$ cat src/rtl/id_pkg.sv
// Shared decode constants, immediate formats and helpers for the
// registered RV32I decode stage (id_stage_fwd) and its forwarding resolver.
package id_pkg;

    localparam logic [6:0] OPC_LUI    = 7'b0110111;
    localparam logic [6:0] OPC_AUIPC  = 7'b0010111;
    localparam logic [6:0] OPC_JAL    = 7'b1101111;
    localparam logic [6:0] OPC_JALR   = 7'b1100111;
    localparam logic [6:0] OPC_BRANCH = 7'b1100011;
    localparam logic [6:0] OPC_LOAD   = 7'b0000011;
    localparam logic [6:0] OPC_STORE  = 7'b0100011;
    localparam logic [6:0] OPC_OPIMM  = 7'b0010011;
    localparam logic [6:0] OPC_OP     = 7'b0110011;

    localparam logic [1:0] CLS_ALU = 2'b00;
    localparam logic [1:0] CLS_SPC = 2'b01;
    localparam logic [1:0] CLS_BR  = 2'b10;
    localparam logic [1:0] CLS_MEM = 2'b11;

    localparam logic [5:0] SEL_LUI   = {1'b0, CLS_SPC, 3'b000};
    localparam logic [5:0] SEL_AUIPC = {1'b0, CLS_SPC, 3'b001};
    localparam logic [5:0] SEL_JAL   = {1'b0, CLS_SPC, 3'b010};
    localparam logic [5:0] SEL_JALR  = {1'b0, CLS_SPC, 3'b011};
    localparam logic [5:0] SEL_SB    = {1'b0, CLS_MEM, 3'b000};
    localparam logic [5:0] SEL_SH    = {1'b0, CLS_MEM, 3'b001};
    localparam logic [5:0] SEL_SW    = {1'b0, CLS_MEM, 3'b010};

    typedef enum logic [2:0] {
        IMM_NONE,
        IMM_I,
        IMM_S,
        IMM_B,
        IMM_U,
        IMM_J
    } imm_fmt_e;

    typedef enum logic {
        ST_EMPTY,
        ST_FULL
    } state_e;

    typedef struct packed {
        logic       re1;
        logic       re2;
        logic       wreg;
        logic       illegal;
        logic [5:0] alusel;
        imm_fmt_e   fmt;
    } dec_t;

    // 32-bit sign-extended immediate for the given format.
    function automatic logic [31:0] imm_gen(
        input logic [31:0] i,
        input imm_fmt_e    fmt
    );
        logic [31:0] r;
        r = '0;
        unique case (fmt)
            IMM_I:   r = {{20{i[31]}}, i[31:20]};
            IMM_S:   r = {{20{i[31]}}, i[31:25], i[11:7]};
            IMM_B:   r = {{19{i[31]}}, i[31], i[7],
                          i[30:25], i[11:8], 1'b0};
            IMM_U:   r = {i[31:12], 12'b0};
            IMM_J:   r = {{11{i[31]}}, i[31], i[19:12],
                          i[20], i[30:21], 1'b0};
            default: r = '0;
        endcase
        return r;
    endfunction

endpackage

$ cat src/rtl/fwd_resolve.sv
// Resolves one source operand over NUM_FWD prioritised forwarding slots.
// Ports: en/addr select the source; rf_data is the regfile value;
// fwd_* are the slot buses (slot 0 youngest); data/hazard are results.
module fwd_resolve #(
    parameter int XLEN    = 32,
    parameter int NUM_FWD = 3
) (
    input  logic                    en,
    input  logic [4:0]              addr,
    input  logic [XLEN-1:0]         rf_data,
    input  logic [NUM_FWD-1:0]      fwd_we,
    input  logic [5*NUM_FWD-1:0]    fwd_wd,
    input  logic [NUM_FWD-1:0]      fwd_pend,
    input  logic [XLEN*NUM_FWD-1:0] fwd_data,
    output logic [XLEN-1:0]         data,
    output logic                    hazard
);

    logic hit;

    always_comb begin
        data   = rf_data;
        hazard = 1'b0;
        hit    = 1'b0;
        // First matching slot wins; older slots are shadowed by it,
        // even when the younger one is still pending.
        for (int i = 0; i < NUM_FWD; i++) begin
            if (!hit && fwd_we[i] && fwd_wd[5*i +: 5] == addr) begin
                hit    = 1'b1;
                data   = fwd_data[XLEN*i +: XLEN];
                hazard = fwd_pend[i];
            end
        end
        if (!en || addr == 5'd0) begin
            data   = '0;
            hazard = 1'b0;
        end
    end

endmodule

$ cat src/rtl/id_stage_fwd.sv
// Registered RV32I decode stage with forwarding, load-use stall and
// valid/ready handshakes on both sides.
// Ports: clk, rst (sync, active-low), flush; if_* input side with
// id_ready; rf_* regfile read port; fwd_* forwarding slots; ex_* output
// register with ex_valid/ex_ready; stall_cnt saturating hazard counter.
module id_stage_fwd
    import id_pkg::*;
#(
    parameter int XLEN        = 32,
    parameter int NUM_FWD     = 3,
    parameter int ALUSEL_W    = 6,
    parameter int STALL_CNT_W = 16
) (
    input  logic                    clk,
    input  logic                    rst,
    input  logic                    flush,
    input  logic                    if_valid,
    input  logic [XLEN-1:0]         if_pc,
    input  logic [31:0]             if_inst,
    output logic                    id_ready,
    output logic                    rf_re1,
    output logic                    rf_re2,
    output logic [4:0]              rf_addr1,
    output logic [4:0]              rf_addr2,
    input  logic [XLEN-1:0]         rf_data1,
    input  logic [XLEN-1:0]         rf_data2,
    input  logic [NUM_FWD-1:0]      fwd_we,
    input  logic [5*NUM_FWD-1:0]    fwd_wd,
    input  logic [NUM_FWD-1:0]      fwd_pend,
    input  logic [XLEN*NUM_FWD-1:0] fwd_data,
    output logic                    ex_valid,
    input  logic                    ex_ready,
    output logic [ALUSEL_W-1:0]     ex_alusel,
    output logic [XLEN-1:0]         ex_opr1,
    output logic [XLEN-1:0]         ex_opr2,
    output logic [XLEN-1:0]         ex_opr3,
    output logic [XLEN-1:0]         ex_opr4,
    output logic [4:0]              ex_wd,
    output logic                    ex_wreg,
    output logic                    ex_illegal,
    output logic [31:0]             ex_inst,
    output logic [STALL_CNT_W-1:0]  stall_cnt
);

    state_e          state;
    dec_t            dec;
    logic [6:0]      opc;
    logic [2:0]      f3;
    logic [4:0]      rd;
    logic [31:0]     imm32;
    logic [XLEN-1:0] imm;
    logic [XLEN-1:0] res1;
    logic [XLEN-1:0] res2;
    logic [XLEN-1:0] opr1;
    logic [XLEN-1:0] opr2;
    logic            haz1;
    logic            haz2;
    logic            hazard;
    logic            accept;

    assign opc = if_inst[6:0];
    assign f3  = if_inst[14:12];
    assign rd  = if_inst[11:7];

    always_comb begin
        dec = '0;
        unique case (1'b1)
            (opc == OPC_OPIMM): begin
                dec.re1    = 1'b1;
                dec.wreg   = 1'b1;
                dec.fmt    = IMM_I;
                // Only shift-immediates carry the arith/logic bit.
                dec.alusel = {if_inst[30] & (f3[1:0] == 2'b01),
                              CLS_ALU, f3};
            end
            (opc == OPC_OP): begin
                dec.re1    = 1'b1;
                dec.re2    = 1'b1;
                dec.wreg   = 1'b1;
                dec.alusel = {if_inst[30], CLS_ALU, f3};
            end
            (opc == OPC_LUI): begin
                dec.wreg   = 1'b1;
                dec.fmt    = IMM_U;
                dec.alusel = SEL_LUI;
            end
            (opc == OPC_AUIPC): begin
                dec.wreg   = 1'b1;
                dec.fmt    = IMM_U;
                dec.alusel = SEL_AUIPC;
            end
            (opc == OPC_JAL): begin
                dec.wreg   = 1'b1;
                dec.fmt    = IMM_J;
                dec.alusel = SEL_JAL;
            end
            (opc == OPC_JALR): begin
                dec.re1    = 1'b1;
                dec.wreg   = 1'b1;
                dec.fmt    = IMM_I;
                dec.alusel = SEL_JALR;
            end
            (opc == OPC_BRANCH): begin
                dec.re1    = 1'b1;
                dec.re2    = 1'b1;
                dec.fmt    = IMM_B;
                dec.alusel = {1'b0, CLS_BR, f3};
            end
            (opc == OPC_LOAD): begin
                dec.re1    = 1'b1;
                dec.wreg   = 1'b1;
                dec.fmt    = IMM_I;
                dec.alusel = {1'b0, CLS_MEM, f3};
            end
            (opc == OPC_STORE): begin
                dec.re1 = 1'b1;
                dec.re2 = 1'b1;
                dec.fmt = IMM_S;
                unique case (f3)
                    3'b000:  dec.alusel = SEL_SB;
                    3'b001:  dec.alusel = SEL_SH;
                    3'b010:  dec.alusel = SEL_SW;
                    default: begin
                        dec.alusel  = {1'b0, CLS_MEM, f3};
                        dec.illegal = 1'b1;
                    end
                endcase
            end
            default: begin
                dec.illegal = 1'b1;
            end
        endcase
        if (rd == 5'd0) begin
            dec.wreg = 1'b0;
        end
    end

    assign imm32 = imm_gen(if_inst, dec.fmt);
    assign imm   = XLEN'($signed(imm32));

    assign rf_re1   = dec.re1;
    assign rf_re2   = dec.re2;
    assign rf_addr1 = if_inst[19:15];
    assign rf_addr2 = if_inst[24:20];

    fwd_resolve #(
        .XLEN    (XLEN),
        .NUM_FWD (NUM_FWD)
    ) u_res1 (
        .en       (dec.re1),
        .addr     (rf_addr1),
        .rf_data  (rf_data1),
        .fwd_we   (fwd_we),
        .fwd_wd   (fwd_wd),
        .fwd_pend (fwd_pend),
        .fwd_data (fwd_data),
        .data     (res1),
        .hazard   (haz1)
    );

    fwd_resolve #(
        .XLEN    (XLEN),
        .NUM_FWD (NUM_FWD)
    ) u_res2 (
        .en       (dec.re2),
        .addr     (rf_addr2),
        .rf_data  (rf_data2),
        .fwd_we   (fwd_we),
        .fwd_wd   (fwd_wd),
        .fwd_pend (fwd_pend),
        .fwd_data (fwd_data),
        .data     (res2),
        .hazard   (haz2)
    );

    assign opr1   = dec.re1 ? res1 : imm;
    assign opr2   = dec.re2 ? res2 : imm;
    assign hazard = if_valid & (haz1 | haz2);

    assign id_ready = rst & ~flush & ~hazard
                    & (state == ST_EMPTY | ex_ready);
    assign accept   = if_valid & id_ready;

    always_ff @(posedge clk) begin
        if (!rst) begin
            state      <= ST_EMPTY;
            ex_valid   <= 1'b0;
            ex_alusel  <= '0;
            ex_opr1    <= '0;
            ex_opr2    <= '0;
            ex_opr3    <= '0;
            ex_opr4    <= '0;
            ex_wd      <= '0;
            ex_wreg    <= 1'b0;
            ex_illegal <= 1'b0;
            ex_inst    <= '0;
            stall_cnt  <= '0;
        end else begin
            if (if_valid && hazard && !flush && stall_cnt != '1) begin
                stall_cnt <= stall_cnt + STALL_CNT_W'(1);
            end
            if (flush) begin
                state    <= ST_EMPTY;
                ex_valid <= 1'b0;
            end else if (accept) begin
                state      <= ST_FULL;
                ex_valid   <= 1'b1;
                ex_alusel  <= ALUSEL_W'(dec.alusel);
                ex_opr1    <= opr1;
                ex_opr2    <= opr2;
                ex_opr3    <= imm;
                ex_opr4    <= if_pc;
                ex_wd      <= rd;
                ex_wreg    <= dec.wreg;
                ex_illegal <= dec.illegal;
                ex_inst    <= if_inst;
            end else if (state == ST_FULL && ex_ready) begin
                state    <= ST_EMPTY;
                ex_valid <= 1'b0;
            end
        end
    end

endmodule

$ cat config.mk
export PLATFORM = sky130hd
export DESIGN_NAME = id_stage_fwd
export DESIGN_NICKNAME = d
export VERILOG_FILES = /design/src/rtl/id_pkg.sv /design/src/rtl/fwd_resolve.sv /design/src/rtl/id_stage_fwd.sv
export SDC_FILE = /design/constraint.sdc
export NUM_CORES = 1
export LEC_CHECK = 0
export ABC_AREA = 1
export BUFFER_PORTS_ARGS = -buffer_cell sky130_fd_sc_hd__buf_4
export CORE_AREA = 10 10 166 168
export CTS_BUF_LIST = sky130_fd_sc_hd__clkbuf_2 sky130_fd_sc_hd__clkbuf_4 sky130_fd_sc_hd__clkbuf_8
export DETAILED_ROUTE_END_ITERATION = 7
export DIE_AREA = 0 0 176 178
export MAX_ROUTING_LAYER = met4
export PLACE_DENSITY = 0.85
export SYNTH_ARGS = -nofsm -noshare
export SYNTH_HDL_FRONTEND = slang
export SYNTH_SLANG_ARGS = --single-unit
$ cat constraint.sdc
create_clock -name clk -period 2.42 [get_ports clk]
set_input_delay 0.121 -clock clk [delete_from_list [all_inputs] [get_ports clk]]
set_output_delay 0.121 -clock clk [all_outputs]
set_load 0.05 [all_outputs]
# == After elaboration in Yosys (flattened, before gate mapping) ==
# Index checks and enable logic that the tools add are counted.
# word_totals
ff_bits,190
inputBits,250
out_inout_bits,203
# classes
add_sub_neg,1
eq_ne,24
n_mux,34
bitwise_logic,12
reduce_logical,37
# op_table
cell,count
$mux 32,10
$pmux 32 s5,1
$pmux 6 s9,1
$eq 5x5->1,6
$eq 7x6->1 const B,3
$eq 7x7->1 const B,3
$mux 1,19
$add 16x1->16 const B,1
$ne 16x16->1 const B,1
$logic_not 5->1,3
$pmux 3 s5,1
$eq 7x5->1 const B,2
$logic_and 1x1->1,14
$eq 3x2->1 const B,3
$pmux 3 s3,1
$reduce_or 3->1,3
$reduce_or 8->1,1
$eq 7x2->1 const B,1
$logic_not 1->1,7
$reduce_or 7->1,1
$and 1x1->1,6
$eq 3x1->1 const B,2
$eq 3x3->1 const B,2
$reduce_or 6->1,1
9 further kinds,15

# == Logic depth before layout (Yosys ltp) ==
# depth
word_depth,19
depth_mapped,17
ltp_nobuf,15

# == By module ==
# Synthesis repeated with hierarchy kept, for this count alone.
# unflattened
cells_unflattened,2058
area_unflattened_um2,12253.0
# modules_own_cells
mod,instances,cells_per_inst,area_per_inst_um2,seq_area_each_um2
id_stage_fwd,1,1182,8399.3,3703.6
fwd_resolve,2,438,1926.8,0.0

# == Least setup slack after synthesis ==
# No wires, ideal clock.
# synth_timing
path_kind,input-to-output
from,in if_inst[1]
to,out id_ready
arrival_ns,2.549
required_time_ns,2.299
slack_ns,-0.250
stages,11
path_cell_list,nand2_1 -> inv_1 -> nand3_1 -> inv_1 -> nand3_1 -> nand2_1 -> o21ai_1 -> nor2_1 -> nand2_1 -> nand2_2 -> a21boi_0
# synth_between
elab_chain_cells,11
elab_cells_between_ends,21
classes_between,6 x eq/ne; 4 x mux; 5 x bitwise; 6 x reduce/logical
# synth_lines
item,line,source
from (decl),id_stage_fwd.sv:19,"input logic [31:0] if_inst,"
$eq 7x6->1 (tied with other cells),id_stage_fwd.sv:76,(opc == OPC_OP): begin
$reduce_or 3->1 (no source line) (*),--,
$mux 1 (*),id_stage_fwd.sv:67,unique case (1'b1)
via rf_re2,id_stage_fwd.sv:22,"output logic rf_re2,"
$logic_not 1->1 (*),fwd_resolve.sv:34,if (!en || addr == 5'd0) begin
$logic_or 1x1->1 (*),fwd_resolve.sv:34,
$mux 1 (*),fwd_resolve.sv:34,
$or 1x1->1 (*),id_stage_fwd.sv:178,assign hazard = if_valid & (haz1 | haz2);
$and 1x1->1 (*),id_stage_fwd.sv:178,
$not 1->1 (*),id_stage_fwd.sv:180,assign id_ready = rst & ~flush & ~hazard
$and 1x1->1 (*),id_stage_fwd.sv:180,
$and 1x1->1 (*),id_stage_fwd.sv:181,& (state == ST_EMPTY | ex_ready);
to (decl),id_stage_fwd.sv:20,"output logic id_ready,"
# Mark *: on every way through the listed nets, which the timed path passes. The rest lies on a longest branch.

# == Final worst setup path ==
# layout_timing
from,in if_inst[1]
to,out id_ready
# layout_between
elab_chain_cells,11
elab_cells_between_ends,21
classes_between,6 x eq/ne; 4 x mux; 5 x bitwise; 6 x reduce/logical
# layout_lines
item,line,source
$eq 7x5->1 (tied with other cells),id_stage_fwd.sv:68,(opc == OPC_OPIMM): begin
$reduce_or 6->1 (no source line) / $reduce_or 3->1 (equally long branches),--,
$mux 1,id_stage_fwd.sv:67,
$logic_not 1->1,fwd_resolve.sv:34,
$logic_or 1x1->1,fwd_resolve.sv:34,
$mux 1,fwd_resolve.sv:34,
$or 1x1->1 (*),id_stage_fwd.sv:178,
$and 1x1->1 (*),id_stage_fwd.sv:178,
$not 1->1 (*),id_stage_fwd.sv:180,
$and 1x1->1 (*),id_stage_fwd.sv:180,
$and 1x1->1 (*),id_stage_fwd.sv:181,
# Mark *: on every way between the ends. The rest lies on a longest branch, timed or not.

==> results_dict.tcl <==
set metrics [dict create \
    outcome "completed" \
    synth_top_area_cell "sky130_fd_sc_hd__dfxtp_1" \
    nNetsFinal 2466 \
    setup-violations-final 0 \
    ios 453 \
    unrepaired_setup_endpoints_after_global_routing "no" \
    grt_max_degree 79 \
    numClockSinks 185 \
    critPathKind "primary input to output port" \
    postLayoutSetupSlackWorst_ns 0.182 \
    setup.worst_path.start_class "primary input" \
    synth_ff_type "sky130_fd_sc_hd__dfxtp_1" \
    drt_first_pass_iters 5 \
    drive_above_1_share_pct 25.8 \
    critical_path_depth 13 \
    critPathCapture "id_ready" \
    track_usage_pct 34.5 \
    grt_remaining_overflow 0 \
    clock_tree_from_tritoncts "done" \
    number_of_rows_created_at_floorplan 57 \
    drt.antenna.violating_nets 0 \
    yosysWarningCount 0 \
    floorplan.die_area_um2 31300 \
    die-height_um 178 \
    final.period_utilization_pct 92.5 \
    crit_path_top_delay_cell "sky130_fd_sc_hd__a21boi_1" \
    syn_to_final_growth_pct 46.1 \
    cts_hold_buf 64 \
    synthTopCellsByArea "sky130_fd_sc_hd__dfxtp_1, sky130_fd_sc_hd__nand2_1, sky130_fd_sc_hd__a21oi_1, sky130_fd_sc_hd__o21ai_0, sky130_fd_sc_hd__inv_1" \
    synth_sequential_area_ratio_pct 35.0 \
    cts_resized 0 \
    hp-class "primary input to flip-flop" \
    rr_endpoint "stall_cnt[0]$_SDFFE_PN0P_" \
    layout.cells.non_filler 2553 \
    setup.worst_path.end_class "output port" \
    synth-edff-count 0 \
    cts-root-buf "sky130_fd_sc_hd__clkbuf_8" \
    arrival_ns 2.12 \
    synthesis.instances 1734 \
    finalCriticalPeriod_ns 2.24 \
    synth_top_area_share_pct 35.0 \
    clk_transition_reported_paths_ns 0.11 \
    dp_hpwl_mm 42.4 \
    grt_first_pass_wirelength_mm 82.3 \
    final_cell_area_um2 15500 \
    syn-mean-instance-area_um2 6.10 \
    critPathMaxFanout 8 \
    clock_insertion_delay_worst_skew_ns 0.47 \
    average_detailed_routed_wire_length_per_instance_um 21.7 \
    timing.critical_path.from "if_inst[1]" \
    place.gp.congestion 1.03 \
    rrSetupSlack_ns 0.36 \
    timing.critical_path.max_delay_family "simple AND/OR/NAND/NOR gates" \
    synthesized_area_um2 10600 \
    ordered_cell_list_for_the_critical_path "buf_4 > nand2_1 > inv_1 > nand3_1 > nor2_1 > nor2_2 > nand2_2 > o21ai_2 > nor2_1 > nand2_1 > nand2_2 > a21boi_1 > buf_4" \
    final.setup_skew_ns 0.0103 \
    rr_startpoint "stall_cnt[0]$_SDFFE_PN0P_" \
    synth_cell_type_count 35 \
    place_inst 2456 \
    place_area_um2 14400 \
    power.ir.vdd_worst_mv 0.404 \
    fin_tns_setup_ns 0 \
    detailedPlace.worstSlack_ns 0.0274 \
    number_of_antenna_violations_at_the_first_check_in_global_routing 0 \
    count_of_state_elements_after_synthesis 185 \
    yosys.cell_count.top_type "sky130_fd_sc_hd__nand2_1" \
    route.detailed.drc 0 \
    cts_max_level 4 \
    report.final.hold_viol_count 0 \
    wl_mm 55.4 \
    fp.coreArea_um2 24100 \
    worst-endpoint-required_ns 2.30 \
    worst_path_largest_cell_delay_ns 0.28 \
    floorplan.initialDensity_pct 43.9 \
    drt-initial-drc-count 1725 \
    vias_in_the_first_global_route 14000 \
    post_cts.repair.setup_buffers 0 \
    worst_slew_margin_rel_pct 55.9 \
    fin_util_pct 64.2 \
    vias 14200 \
    top_cell_types_by_occurrence_after_synthesis "sky130_fd_sc_hd__nand2_1, sky130_fd_sc_hd__a21oi_1, sky130_fd_sc_hd__o21ai_0" \
    timing_worst_slew_pin_value_ns 0.657 \
    drt-vias-per-instance 5.56 \
    worst-r2r-cell-count 7 \
    max_cap_violations 0 \
    path_buf_inv 3 \
    cellPowerDensity_nw_per_um2 438 \
    number_of_port_buffers 452 \
    syn_nets 1985 \
    die_w_um 176 \
    max_freq_mhz 447 \
    finalMaxSlewViolations 0 \
    clockBufferDepth 2 \
    cellLeakagePower_nw 7.63 \
    async_flop_share_pct 0 \
    cts-buffers-inserted 17 \
]
metal layers:
layer	routed length [um]	global-route usage, %	share of wire, %
met5	0	-	0
met4	2620	16.1	4.7
met3	4720	7.02	8.5
met2	26400	56.5	48
met1	21700	40.0	39
cells in the final DEF, fill, tap and decap left out, types with 2 or more instances in the layout:
master	Yosys	final
sky130_fd_sc_hd__o221ai_1	4	4
sky130_fd_sc_hd__nand2_2	2	2
sky130_fd_sc_hd__o31ai_1	10	10
sky130_fd_sc_hd__o211ai_1	11	11
sky130_fd_sc_hd__dlygate4sd3_1	0	64
sky130_fd_sc_hd__nand2_1	552	552
sky130_fd_sc_hd__o21ai_0	194	194
sky130_fd_sc_hd__xor2_1	5	5
sky130_fd_sc_hd__clkinv_1	3	3
sky130_fd_sc_hd__clkinvlp_4	0	4
sky130_fd_sc_hd__clkinv_8	0	2
sky130_fd_sc_hd__buf_12	0	10
sky130_fd_sc_hd__inv_6	0	3
sky130_fd_sc_hd__clkinv_4	0	2
sky130_fd_sc_hd__o21ai_2	1	2
sky130_fd_sc_hd__nor2_2	4	4
sky130_fd_sc_hd__xnor2_1	3	3
sky130_fd_sc_hd__inv_2	11	9
sky130_fd_sc_hd__o22ai_1	2	2
sky130_fd_sc_hd__nor3_1	9	9
sky130_fd_sc_hd__buf_4	28	508
sky130_fd_sc_hd__inv_8	0	3
sky130_fd_sc_hd__clkbuf_8	0	18
sky130_fd_sc_hd__inv_1	159	159
sky130_fd_sc_hd__nor2_1	108	108
sky130_fd_sc_hd__nor4_1	3	3
sky130_fd_sc_hd__dfxtp_1	185	185
sky130_fd_sc_hd__nand3_1	99	98
sky130_fd_sc_hd__o21ai_1	20	19
sky130_fd_sc_hd__nand4_1	11	11
sky130_fd_sc_hd__a21oi_1	206	206
sky130_fd_sc_hd__nand3_2	4	5
tightest hold or removal path: cells and delay by family:
kind,cells,cell delay (ns)
AO/OA/AOI/OAI,2,0.16
AND/OR/NAND/NOR,2,0.14
buffers and inverters,1,0.09
logic make-up after synthesis:
kind of cell / after synthesis / share of synthesized area [%]
AO/OA/AOI/OAI: 453 / 22.3
XOR/XNOR: 8 / 0.662
adder cells (fa/ha/maj): 1 / 0.118
buffers and inverters: 293 / 11.6
flip-flops: 185 / 35.0
AND/OR/NAND/NOR: 794 / 30.4
state kept, by name, summed over array words and instances (netlist names):
register,cells
ex_opr4,32
state,1
ex_wd,4
ex_wreg,1
ex_opr2,32
ex_inst,28
ex_opr1,32
ex_illegal,1
ex_opr3,32
ex_alusel,6
stall_cnt,16
power breakdown:
group / internal (mW) / switching [mW]
sequential: 3.10 / 0.0363
combinational: 0.621 / 0.924
clock: 0.782 / 1.31
total: 4.50 / 2.27
metrics by stage:
stage	hold WS (ns)	power, mW
detailed placement	0.383	4.62
floorplan	0.264	3.93
global placement	0.372	4.62
finish	0.0691	6.78
global route	0.0760	6.99
CTS	0.0400	6.74
how the worst min path moves through the flow:
stage | from | end | slack [ns] | depth (start not counted)
after floorplan | if_pc[10] | ex_opr4[10]$_SDFFE_PN0P_ | 0.26 | 2
after global placement | if_pc[1] | ex_opr4[1]$_SDFFE_PN0P_ | 0.37 | 3
after detailed placement | if_pc[20] | ex_opr4[20]$_SDFFE_PN0P_ | 0.38 | 3
after CTS | if_inst[5] | ex_alusel[0]$_SDFFE_PN0P_ | 0.04 | 4
after global routing | if_inst[5] | ex_alusel[0]$_SDFFE_PN0P_ | 0.08 | 4
final | fwd_data[0] | ex_opr1[0]$_SDFFE_PN0P_ | 0.07 | 5
area by class of cell:
cell class	instances	area (um2)
fillers	2227	8640
multi-input cells	1256	5660
repair buffers	582	4650
flip-flops and latches	185	3700
inverters	173	657
well taps	324	405
clock buffers	18	248
clock inverters	14	136
diodes	1	2.50
No activity file was read; power rests on OpenSTA's default activity.
